### src/rtl/divider_pkg.sv
// Shared types and sizing helpers for the sequential restoring divider.
package divider_pkg;

   // Controller states: waiting for a request, or iterating one quotient bit per clock.
   typedef enum logic {
      IDLE = 1'b0,
      RUN  = 1'b1
   } state_t;

   // Default operand width for the tile/sprite datapath.
   localparam int DEF_N = 5;

   // Iteration counter width: it must hold values from N down to 0.
   function automatic int cnt_w(input int n);
      return $clog2(n + 1);
   endfunction

endpackage

### src/rtl/seq_restoring_divider_addsub.sv
// Ripple-carry adder/subtractor. ADDSUB=1 selects A - B (two's complement);
// Cout is then the no-borrow flag (1 when A >= B).
module AddSubNbit #(
   parameter int n = 4
) (
   input  logic [n-1:0] A,
   input  logic [n-1:0] B,
   input  logic         ADDSUB,
   output logic [n-1:0] S,
   output logic         Cout
);

   logic [n:0]   c;
   logic [n-1:0] bx;

   // Subtract mode inverts B and injects the +1 through the carry-in.
   assign bx   = B ^ {n{ADDSUB}};
   assign c[0] = ADDSUB;

   // One full-adder slice per bit.
   for (genvar i = 0; i < n; i++) begin : g_fa
      assign S[i]   = A[i] ^ bx[i] ^ c[i];
      assign c[i+1] = (A[i] & bx[i]) | (c[i] & (A[i] ^ bx[i]));
   end

   assign Cout = c[n];

endmodule

### src/rtl/seq_restoring_divider.sv
// Multi-cycle unsigned N-bit restoring divider: one trial subtraction per clock
// through a single N+1-bit subtractor. Result appears N cycles after acceptance;
// a zero divisor is resolved immediately without entering RUN.
module seq_restoring_divider
   import divider_pkg::*;
#(
   parameter int N = DEF_N
) (
   input  logic         Clock,
   input  logic         Resetn,
   input  logic         Start,
   input  logic [N-1:0] DIVIDEND,
   input  logic [N-1:0] DIVISOR,
   output logic [N-1:0] Q,
   output logic [N-1:0] R,
   output logic         Busy,
   output logic         Done,
   output logic         DivByZero
);

   localparam int CW = cnt_w(N);

   state_t        state, state_nx;
   logic [N:0]    a;          // partial remainder
   logic [N-1:0]  qs;         // dividend shifting out, quotient shifting in
   logic [N-1:0]  d;          // latched divisor
   logic [CW-1:0] cnt;        // iterations left

   logic          load_op;    // accept a request with a non-zero divisor
   logic          zero_div;   // accept a request with a zero divisor
   logic          last_iter;  // final iteration this edge
   logic          busy_c;

   logic [N:0]    trial_in;
   logic [N:0]    diff;
   logic          no_borrow;
   logic [N:0]    a_nx;
   logic [N-1:0]  qs_nx;
   logic          unused_a_msb;

   // Shifted partial remainder minus divisor; restoring keeps A < D so only the
   // low N bits of A ever feed the next shift.
   assign trial_in     = {a[N-1:0], qs[N-1]};
   assign unused_a_msb = a[N];

   AddSubNbit #(.n(N + 1)) u_sub (
      .A      (trial_in),
      .B      ({1'b0, d}),
      .ADDSUB (1'b1),
      .S      (diff),
      .Cout   (no_borrow)
   );

   assign a_nx  = no_borrow ? diff : trial_in;
   assign qs_nx = {qs[N-2:0], no_borrow};

   // State register.
   always_ff @(posedge Clock or negedge Resetn) begin
      if (!Resetn) state <= IDLE;
      else         state <= state_nx;
   end

   // Next-state and control decode.
   always_comb begin
      state_nx  = state;
      load_op   = 1'b0;
      zero_div  = 1'b0;
      last_iter = 1'b0;
      busy_c    = 1'b0;
      case (state)
         IDLE: begin
            if (Start) begin
               if (DIVISOR != '0) begin
                  load_op  = 1'b1;
                  state_nx = RUN;
               end else begin
                  zero_div = 1'b1;
               end
            end
         end
         RUN: begin
            busy_c = 1'b1;
            if (cnt == CW'(1)) begin
               last_iter = 1'b1;
               state_nx  = IDLE;
            end
         end
         default: state_nx = IDLE;
      endcase
   end

   assign Busy = busy_c;

   // Iteration datapath: load operands on accept, then one restoring step per clock.
   always_ff @(posedge Clock or negedge Resetn) begin
      if (!Resetn) begin
         a   <= '0;
         qs  <= '0;
         d   <= '0;
         cnt <= '0;
      end else if (load_op) begin
         a   <= '0;
         qs  <= DIVIDEND;
         d   <= DIVISOR;
         cnt <= CW'(N);
      end else if (state == RUN) begin
         a   <= a_nx;
         qs  <= qs_nx;
         cnt <= cnt - CW'(1);
      end
   end

   // Result registers hold until the next completion; Done pulses for one cycle.
   always_ff @(posedge Clock or negedge Resetn) begin
      if (!Resetn) begin
         Q         <= '0;
         R         <= '0;
         DivByZero <= 1'b0;
         Done      <= 1'b0;
      end else begin
         Done <= zero_div | last_iter;
         if (zero_div) begin
            Q         <= '1;
            R         <= DIVIDEND;
            DivByZero <= 1'b1;
         end else if (last_iter) begin
            Q         <= qs_nx;
            R         <= a_nx[N-1:0];
            DivByZero <= 1'b0;
         end
      end
   end

endmodule
### config.mk
export PLATFORM = sky130hd
export DESIGN_NAME = seq_restoring_divider
export DESIGN_NICKNAME = d
export VERILOG_FILES = /design/src/rtl/divider_pkg.sv /design/src/rtl/seq_restoring_divider_addsub.sv /design/src/rtl/seq_restoring_divider.sv
export SDC_FILE = /design/constraint.sdc
export NUM_CORES = 1
export LEC_CHECK = 0
export BUFFER_PORTS_ARGS = -buffer_cell sky130_fd_sc_hd__buf_2
export CELL_PAD_IN_SITES_DETAIL_PLACEMENT = 1
export CELL_PAD_IN_SITES_GLOBAL_PLACEMENT = 2
export CORE_MARGIN = 2
export CORE_UTILIZATION = 39
export CTS_CLUSTER_DIAMETER = 200
export CTS_CLUSTER_SIZE = 12
export DETAILED_ROUTE_END_ITERATION = 8
export PLACE_DENSITY_LB_ADDON = 0.3
export SYNTH_ARGS = -nofsm -noshare
export SYNTH_HDL_FRONTEND = slang
export SYNTH_HIERARCHICAL = 1
export SYNTH_SLANG_ARGS = --single-unit
### constraint.sdc
create_clock -name Clock -period 8.85 [get_ports Clock]
set_input_delay 2.655 -clock Clock [delete_from_list [all_inputs] [get_ports Clock]]
set_output_delay 2.655 -clock Clock [all_outputs]
set_load 0.01 [all_outputs]
==> out/metrics.yaml <==
avgSynthCellArea_sq_um: 10.64
grt_overflow: 0
cts-root-buf: "clkbuf_8"
status: "finished, final reports clean"
nets: 214
diodes: 0
critPathTopFamily: "flip-flops"
synth_top_flop_cell: "dfrtp_1"
antenna_left: 0
clock.fmax_mhz: 246.3
rr_startpoint: "d[0]$_DFFE_PN0P_"
min_from: "Q[1]$_DFFE_PN0P_"
die-area_sq_um: 5258
grt_pass1_vias: 1381
ctsHtreeMaxLevel: 2
finalSetupViolations: 0
drt-initial-drc-count: 75
critPathSlowestCell: "dfrtp_1"
syn_area_sq_um: 1831
p_total_w: 0.0007480
cp_cell_sequence: "buf_2"
chipWidth_um: 72.51
crit_required_ns: 6.20
regArea_sq_um: 775.7
synth_cells: 172
grt_start_max_net_pins: 32
final-max-slew-violation-count: 0
grt_setup_unrepaired: "false"
vias_per_cell: 5.130
gr-usage-all-layers_pct: 18.62
hold_depth: 2
syn_nets: 192
finalSetupTns_ns: 0
ctsHoldBuffers: 0
syn2layout_area_growth_pct: 10.18
path_buf_inv: 1
wl_per_cell_um: 17.52
synth-seq-area-share_pct: 42.38
p_leak_nw: 0.9500
ys_ff_latch: 31
core_sq_um: 4444
synthTopCellsByArea: "dfrtp_1 42%, mux2_2 7.4%, mux2_4 6.6%"
antenna_found_initial: 0
relSlewSlack_pct: 47.16
power_density_nw_per_um2: 370.9
path_class: "flip-flop to output pin"
clkLatencyLatePin_ns: 0.28
gp_congestion: 0.7583
boundaryPins: 26
async_reset_ff_share_pct: 100.0
hold_path_class: "flip-flop to flip-flop"
numCtsBuffers: 5
vias: 1267
post-cts-setup-buffer-count: 0
synth_cell_types: 35
ir_worst_vdd_uv: 133.2
dp_hpwl_um: 3231
fillCellCount: 507
end_kind: "output pin"
synth_top_area_share_pct: 42.38
cts_tree: "built"
skew_ns: 0.005872
first_pass_iters: 4
synth_warnings: 6
grt_pass1_wl_um: 7307
worst_pin_slew_ns: 0.7925
crit_cells: 1
rows: 24
post_cts_resized: 0
ctsLongestPathBuffers: 2
die_h_um: 72.51
wl_um: 4327
drcViolationCount: 0
multi_input_area_sq_um: 928.4
ff2ff_path_depth: 11
cp_max_fo: 23
final_cell_area_sq_um: 2017
cts.sinks: 31
finalCritPeriodShare_pct: 45.87
critPathMaxStageDelay_ns: 0.86
drv_cap: 0
cp.arrival_ns: 1.40
numPortBuffers: 25
layout_min_cycle_time_ns: 4.060
yosysTopAreaCell: "dfrtp_1"
crit_start: "state$_DFF_PN0_"
final_util_pct: 45.38
synth_edf_count: 0
worstSetupStartpointType: "flip-flop"
start_util_pct: 41.19
drive_above_1_share_pct: 27.69
hold_violations: 0
clkTransAtPathRegs_ns: 0.07
holdWs_ns: 0.4954
post_dp_cell_area_sq_um: 1936
-- layout make-up --
class	instances	area share (%)
flip-flops and latches	31	38.46
repair buffers	25	6.203
clock inverters	1	0.2481
clock buffers	7	3.784
well taps	52	3.226
inverters	11	2.047
multi-input cells	120	46.03
-- synthesized netlist by cell type (5+ instances only) --
library cell / instances
nand3_1: 5
dfrtp_1: 31
fa_1: 5
a21oi_1: 9
nor3b_1: 5
inv_1: 10
buf_6: 6
mux2_2: 12
o211ai_1: 10
o21ai_0: 6
nand2_1: 29
mux2_4: 8
-- state kept, by name, summed over array words and instances, names as in the netlist --
| name | count |
|---|---|
| qs | 5 |
| state | 1 |
| Q | 5 |
| d | 5 |
| Done | 1 |
| DivByZero | 1 |
| a | 5 |
| cnt | 3 |
| R | 5 |
-- placed cells by master, fill, tap and decap left out, drive strengths merged, types with 3 or more instances in the layout --
cell type / netlist / final
dfrtp: 31 / 31
nand2: 29 / 29
buf: 7 / 25
mux2: 20 / 20
inv: 10 / 10
o211ai: 10 / 10
a21oi: 9 / 9
o21ai: 7 / 7
clkbuf: 3 / 7
nand3: 6 / 6
nor3b: 5 / 5
fa: 5 / 5
nor2b: 4 / 4
nor2: 3 / 3
xor2: 3 / 3
xnor2: 3 / 3
-- routing by layer --
layer	vias to the layer above	global-route usage [%]	wire, um
met5	-	0	0
met3	8	4.444	134
li1	618	-	-
met4	0	6.173	62
met2	20	29.15	2052
met1	621	25.49	2078
-- where the power goes --
group	switching, W	internal, W
clock	0.0000535	0.0000551
combinational	0.000177	0.000187
sequential	0.0000644	0.000211
total	0.000295	0.000453
-- through the flow --
step                std cells  setup slack [ns]
floorplan                 172             5.059
finish                    247             4.790
CTS                       247             4.790
detailed placement        239             4.832
global route              247             4.712
global placement          239             4.887
-- final timing paths --
check                                endpoint  slack [ns]
setup / recovery                         Busy        4.79
hold / removal               Q[1]$_DFFE_PN0P_        0.50
setup reg to reg             R[3]$_DFFE_PN0P_        5.27
hold reg to reg              Q[1]$_DFFE_PN0P_        0.50
max in group asynchronous   qs[0]$_DFFE_PN0P_        5.97
min in group asynchronous  cnt[2]$_DFFE_PN0P_        2.42
-- kinds of logic after synthesis --
kind of cell               after synthesis  synth area share, %
adders and majority gates                7                6.835
other                                    2               0.4103
AOI/OAI and AO/OA                       30                10.73
and+or+nand+nor                         55                15.93
muxes                                   20                13.94
buffers and inverters                   21                6.903
xor gates and xnor gates                 6                2.871
DFF                                     31                42.38
No activity file was read; power rests on OpenSTA's default activity.
